### config.mk
export PLATFORM = sky130hd
export DESIGN_NAME = seven_segment_scanner
export DESIGN_NICKNAME = d
export VERILOG_FILES = /design/src/rtl/seven_segment_scanner.sv
export SDC_FILE = /design/constraint.sdc
export NUM_CORES = 1
export LEC_CHECK = 0
export ABC_AREA = 1
export CAP_MARGIN = 10
export CORE_ASPECT_RATIO = 1.75
export CORE_MARGIN = 2
export CORE_UTILIZATION = 35
export CTS_CLUSTER_DIAMETER = 120
export DETAILED_ROUTE_END_ITERATION = 8
export DONT_BUFFER_PORTS = 1
export PLACE_DENSITY_LB_ADDON = 0.05
export SLEW_MARGIN = 25
export SYNTH_ARGS = -nofsm -noshare
export SYNTH_HDL_FRONTEND = slang
export SYNTH_SLANG_ARGS = --single-unit
### constraint.sdc
create_clock -name clk -period 1.5 [get_ports clk]
set_input_delay 0.225 -clock clk [delete_from_list [all_inputs] [get_ports clk]]
set_output_delay 0.225 -clock clk [all_outputs]
set_load 0.02 [all_outputs]
### src/rtl/seven_segment_scanner.sv
// seven_segment_scanner: time-multiplexed N-digit seven-segment driver with
// inter-digit blanking. Define SEVEN_SEGMENT_BCD_EN to show value in decimal
// (double-dabble conversion); otherwise value is shown in hex and busy is 0.
module seven_segment_scanner #(
  parameter int unsigned DIGITS       = 2,
  parameter int unsigned CLK_HZ       = 12000000,
  parameter int unsigned REFRESH_HZ   = 1000,
  parameter int unsigned BLANK_CYCLES = 4,
  parameter int unsigned ACTIVE_LOW   = 0,
  parameter int unsigned VALUE_W      = 4*DIGITS
) (
  input  logic               clk,
  input  logic               reset,
  input  logic [VALUE_W-1:0] value,
  input  logic               load,
  output logic               busy,
  output logic [6:0]         seg,
  output logic [DIGITS-1:0]  digit_sel
);

  localparam int unsigned DIV    = CLK_HZ / (REFRESH_HZ * DIGITS);
  localparam int unsigned DIV_W  = (DIV > 1) ? $clog2(DIV) : 1;
  localparam int unsigned IDX_W  = (DIGITS > 1) ? $clog2(DIGITS) : 1;
  localparam int unsigned BLK_W  = (BLANK_CYCLES > 0) ? $clog2(BLANK_CYCLES + 1) : 1;
  localparam int unsigned DISP_W = 4 * DIGITS;
  localparam logic [6:0]        SEG_OFF = (ACTIVE_LOW != 0) ? 7'h7F : 7'h00;
  localparam logic [DIGITS-1:0] SEL_OFF = (ACTIVE_LOW != 0) ? {DIGITS{1'b1}} : {DIGITS{1'b0}};

  function automatic logic [6:0] font(input logic [3:0] n);
    case (n)
      4'h0: font = 7'h3F;  4'h1: font = 7'h06;  4'h2: font = 7'h5B;  4'h3: font = 7'h4F;
      4'h4: font = 7'h66;  4'h5: font = 7'h6D;  4'h6: font = 7'h7D;  4'h7: font = 7'h07;
      4'h8: font = 7'h7F;  4'h9: font = 7'h6F;  4'hA: font = 7'h77;  4'hB: font = 7'h7C;
      4'hC: font = 7'h39;  4'hD: font = 7'h5E;  4'hE: font = 7'h79;  4'hF: font = 7'h71;
      default: font = 7'h00;
    endcase
  endfunction

  // Reset synchroniser: asserts asynchronously, releases on clk.
  logic [1:0] rst_pipe_q, rst_pipe_d;
  logic       rst_int;

  always_comb rst_pipe_d = {rst_pipe_q[0], 1'b0};

  // Reset pipeline register.
  always_ff @(posedge clk or posedge reset) begin
    if (reset) rst_pipe_q <= 2'b11;
    else       rst_pipe_q <= rst_pipe_d;
  end

  assign rst_int = rst_pipe_q[1];

  logic [DIV_W-1:0]  div_q, div_d;
  logic [IDX_W-1:0]  idx_q, idx_d;
  logic [BLK_W-1:0]  blk_q, blk_d;
  logic [DISP_W-1:0] disp_q, disp_d;
  logic              dash_q, dash_d;
  logic [6:0]        seg_q, seg_d;
  logic [DIGITS-1:0] sel_q, sel_d;
  logic              tick_c;
  logic [3:0]        nibble_c;
  logic [6:0]        glyph_c;

  // Refresh divider, digit index and post-switch blanking counter.
  always_comb begin
    tick_c = (div_q == DIV_W'(DIV - 1));
    div_d  = tick_c ? '0 : div_q + DIV_W'(1);
    idx_d  = idx_q;
    blk_d  = blk_q;
    if (tick_c) begin
      idx_d = (idx_q == IDX_W'(DIGITS - 1)) ? '0 : idx_q + IDX_W'(1);
      blk_d = BLK_W'(BLANK_CYCLES);
    end else if (blk_q != '0) begin
      blk_d = blk_q - BLK_W'(1);
    end
  end

  // Pin drive for the current digit; polarity applied by XOR with the off pattern.
  always_comb begin
    nibble_c = disp_q[{idx_q, 2'b00} +: 4];
    glyph_c  = dash_q ? 7'h40 : font(nibble_c);
    seg_d    = SEG_OFF;
    sel_d    = SEL_OFF;
    if (blk_q == '0) begin
      seg_d = glyph_c ^ SEG_OFF;
      sel_d = (DIGITS'(1) << idx_q) ^ SEL_OFF;
    end
  end

  // Scan and output registers.
  always_ff @(posedge clk or posedge rst_int) begin
    if (rst_int) begin
      div_q  <= '0;
      idx_q  <= '0;
      blk_q  <= '0;
      disp_q <= '0;
      dash_q <= 1'b0;
      seg_q  <= SEG_OFF;
      sel_q  <= SEL_OFF;
    end else begin
      div_q  <= div_d;
      idx_q  <= idx_d;
      blk_q  <= blk_d;
      disp_q <= disp_d;
      dash_q <= dash_d;
      seg_q  <= seg_d;
      sel_q  <= sel_d;
    end
  end

  assign seg       = seg_q;
  assign digit_sel = sel_q;

`ifdef SEVEN_SEGMENT_BCD_EN
  localparam int unsigned CNT_W = (VALUE_W > 1) ? $clog2(VALUE_W) : 1;

  function automatic longint unsigned pow10(input int unsigned n);
    pow10 = 1;
    for (int unsigned i = 0; i < n; i++) pow10 = pow10 * 10;
  endfunction

  localparam longint unsigned MAX_DEC = pow10(DIGITS) - 1;

  typedef enum logic [1:0] {ST_IDLE, ST_CONVERT, ST_COMMIT} state_t;

  state_t             state_q, state_d;
  logic [DISP_W-1:0]  bcd_q, bcd_d, bcd_adj_c;
  logic [VALUE_W-1:0] bin_q, bin_d;
  logic [CNT_W-1:0]   cnt_q, cnt_d;
  logic               ovf_q, ovf_d;
  logic               busy_q, busy_d;

  // Double-dabble correction: add 3 to every BCD nibble >= 5 before the shift.
  always_comb begin
    bcd_adj_c = bcd_q;
    for (int unsigned i = 0; i < DIGITS; i++) begin
      if (bcd_q[4*i +: 4] >= 4'd5) bcd_adj_c[4*i +: 4] = bcd_q[4*i +: 4] + 4'd3;
    end
  end

  // Conversion FSM: next state, datapath and display commit.
  always_comb begin
    state_d = state_q;
    bcd_d   = bcd_q;
    bin_d   = bin_q;
    cnt_d   = cnt_q;
    ovf_d   = ovf_q;
    disp_d  = disp_q;
    dash_d  = dash_q;
    case (state_q)
      ST_IDLE: begin
        if (load) begin
          bin_d   = value;
          bcd_d   = '0;
          cnt_d   = '0;
          ovf_d   = (64'(value) > MAX_DEC);
          state_d = ST_CONVERT;
        end
      end
      ST_CONVERT: begin
        {bcd_d, bin_d} = {bcd_adj_c, bin_q} << 1;
        cnt_d = cnt_q + CNT_W'(1);
        if (cnt_q == CNT_W'(VALUE_W - 1)) state_d = ST_COMMIT;
      end
      ST_COMMIT: begin
        disp_d  = bcd_q;
        dash_d  = ovf_q;
        state_d = ST_IDLE;
      end
      default: state_d = ST_IDLE;
    endcase
    busy_d = (state_d != ST_IDLE);
  end

  // Conversion FSM registers.
  always_ff @(posedge clk or posedge rst_int) begin
    if (rst_int) begin
      state_q <= ST_IDLE;
      bcd_q   <= '0;
      bin_q   <= '0;
      cnt_q   <= '0;
      ovf_q   <= 1'b0;
      busy_q  <= 1'b0;
    end else begin
      state_q <= state_d;
      bcd_q   <= bcd_d;
      bin_q   <= bin_d;
      cnt_q   <= cnt_d;
      ovf_q   <= ovf_d;
      busy_q  <= busy_d;
    end
  end

  assign busy = busy_q;
`else
  // Hex mode: capture the low nibbles directly on load; never busy.
  always_comb begin
    disp_d = disp_q;
    dash_d = 1'b0;
    if (load) disp_d = DISP_W'(value);
  end

  assign busy = 1'b0;
`endif

endmodule

==> metrics.cfg <==
[status]
status=finished clean

[timing]
period_share_pct=95.63
slew_violations=0
final.setup.tns_ps=0
timing.fmax_mhz=697.1
setup_viol=0
rsz0062_at_grt=no
final_hold_viol_count=0
setup_slack_ps=65.51
period_needed_ps=1434
finClkSkew_ps=3.535

[setup_path]
crit_buf_inv=2
path_cells=buf_4 -> nand2_2 -> nand2_4 -> inv_4 -> ha_1 -> nand3_1 -> a21oi_2 -> nor2_1
cpLargestDelayFamily=flip-flops
reg2reg_from=idx_q$_DFFE_PP0N_
crit_required_ps=1680
critical_path_class=reg -> reg
startpoint_type=flip-flop
crit_path_end_kind=flip-flop
r2r_cells=8
crit_path_max_fanout=6
critPathArrivalTime_ps=1610
cpMaxStageDelayCell=dfrtp_2
rrSetupSlack_ps=70
r2r_end=seg[3]$_DFF_PP0_
max_stage_delay_ps=450

[global_route]
grt_pass1_vias=1442
antenna_found_initial=0
overflow=0
grt_max_degree=35
grt_pass1_wl_mm=6.486
grtUsageTotal_pct=14.60

[synth]
synth_cell_types=27
yosysSeqAreaShare_pct=48.36
synth_top_area_share_pct=45.55
synth-seq-cells=36
avgSynthCellArea_um2=8.229
synth_area_leaders=dfrtp_1 46%, nand2_1 11%, nor2_1 7.0%
syn_area_mm2=0.001868
yosysWarningCount=0
synth_cells=227
synth_top_cell_by_area=dfrtp_1

[route]
ant_nets=0
drt-pass1-iter-count=4
wire_per_inst_um=12.98
drt-initial-drc-count=63
drc_errors=0
num_vias=1418
vias_per_cell=4.791
wl_mm=3.843

[die]
die-area_mm2=0.005961
row_count=35
die_h_um=100.6
die_x_um=59.23
coreArea_mm2=0.005211
initial_core_util_pct=35.85
ioPinCount=21

[finish]
area_growth_pct=15.94
final_common_cell=nand2_1
final_cell_mix=51 x nand2_1, 35 x nor2_1, 33 x dfrtp_1
regArea_um2=904.6
multiInputGateArea_um2=900.9
fillers=517
antenna_cells=0
nNetsFinal=260
drive_gt1_share_pct=19.92

[clock_network]
cts_tree=built
cts_buffers=5
htree_levels=2
cts_buffer_depth=2
clkSinkCount=36
root_buffer=clkbuf_8
clkTransAtPathRegs_ps=80
insertion_delay_ps=280

[power_and_ir_drop]
p_switching_w=0.0005654
p_comb_share_pct=11.0
power.share.sequential_pct=53.3
power_density_mw_per_mm2=942.4
peakVddDrop_v=0.0005976
p_int_w=0.001476
p_sw_share_pct=27.70
power.total_w=0.002041
pwr-share-clk_pct=35.8
p_leak_nw=1.066

[run]
drv_cap=0

[place]
gp_congestion=0.8984
post-place-ws_ps=0.3371
place_hpwl_mm=2.839
io_buffers=0

[min_path]
hp-class=in -> reg
min_to=disp_q[7]$_DFFE_PP0P_
holdCritStartpoint=load
hold-path-cell-count=1

## power by group through the flow
stage	Sequential (W)	Combinational [W]	Clock (W)
2_1_floorplan	0.00110	0.000142	0
3_3_place_gp	0.00111	0.000180	0
3_5_place_dp	0.00111	0.000183	0
4_1_cts	0.00109	0.000187	0.000757
5_1_grt	0.00109	0.000256	0.000786
6_report	0.00109	0.000224	0.000730
## cells by family (layout without fill, tap and decap cells)
family          Yosys count  count (layout)  synth area share (%)
other cells               1               2                0.2007
mux                       1               1                0.6028
simple gates            116             116                 26.93
fa+ha+maj                 9               9                 6.028
flops                    36              36                 48.36
compound gates           19              19                 5.827
buf+inv                  37              50                 8.305
xor+xnor                  8               8                 3.751
## final cells by class
type                       instances  area share, %
clock buffer                       7          3.986
clock inverter                     1         0.3466
inverter                          34          6.239
multi-input combinational        155          41.59
sequential                        36          41.77
tap                               55          3.177
timing repair buffer               8          2.889
## Yosys cell counts
cell / instances
mux2_2: 1
nand3_2: 3
nand4_1: 2
inv_1: 33
nor3_1: 1
nor2_1: 35
o21ai_1: 1
a21oi_1: 6
nand2_1: 55
ha_1: 9
nor2_2: 4
o21a_1: 1
nand3b_1: 1
clkinv_4: 1
dfrtp_1: 34
buf_4: 1
nand3_1: 11
o21ai_2: 3
conb_1: 1
o21ai_0: 8
dfstp_2: 2
nand2_2: 3
nand2_4: 1
clkbuf_1: 1
xor2_1: 5
buf_6: 1
xnor2_1: 3
## routing by layer
metal	share of wire, %	wire length [um]	global-route usage [%]	up-vias
met1	38	1461	15.53	668
met3	2.9	112	3.209	8
li1	-	-	-	716
met5	0	0	0	-
met2	56	2159	25.19	26
met4	2.9	110	8.916	0
## flip-flops by register name (all words and copies together), names as in the netlist
signal / cells
blk_q: 3
digit_sel: 2
disp_q: 8
div_q: 13
idx_q: 1
rst_pipe_q: 2
seg: 7
## timing repair
action / CTS / global route
endpoints found under the setup margin: 3 / 6
hold buffers: 1 / 0
buffers inserted: 0 / 0
hold endpoints to repair: 2 / 0
pin swaps: 0 / 1
gates resized for setup: 2 / 20
## worst max-delay path by stage
stage                           start               end  slack [ps]  depth (start not counted)
floorplan           idx_q$_DFFE_PP0N_  seg[3]$_DFF_PP0_          80                         10
finish              idx_q$_DFFE_PP0N_  seg[3]$_DFF_PP0_          70                          8
global route        idx_q$_DFFE_PP0N_  seg[3]$_DFF_PP0_           5                          8
detailed placement  idx_q$_DFFE_PP0N_  seg[6]$_DFF_PP0_         0.3                          8
CTS                 idx_q$_DFFE_PP0N_  seg[0]$_DFF_PP0_          30                          9
global placement    idx_q$_DFFE_PP0N_  seg[5]$_DFF_PP0_          60                          8
## metrics by stage
stage          hold slack [ps]  instance area [um^2]  util [%]  std cells
6_report                 37.09                  2166     41.56        296
5_1_grt                  25.00                  2166     41.56        296
4_1_cts                  25.96                  2076     39.83        296
3_5_place_dp             147.0                  1971     37.82        287
3_3_place_gp             139.9                  1971     37.82        287
2_1_floorplan            136.5                  1872         -        228
(Power assumes the default switching activity.)
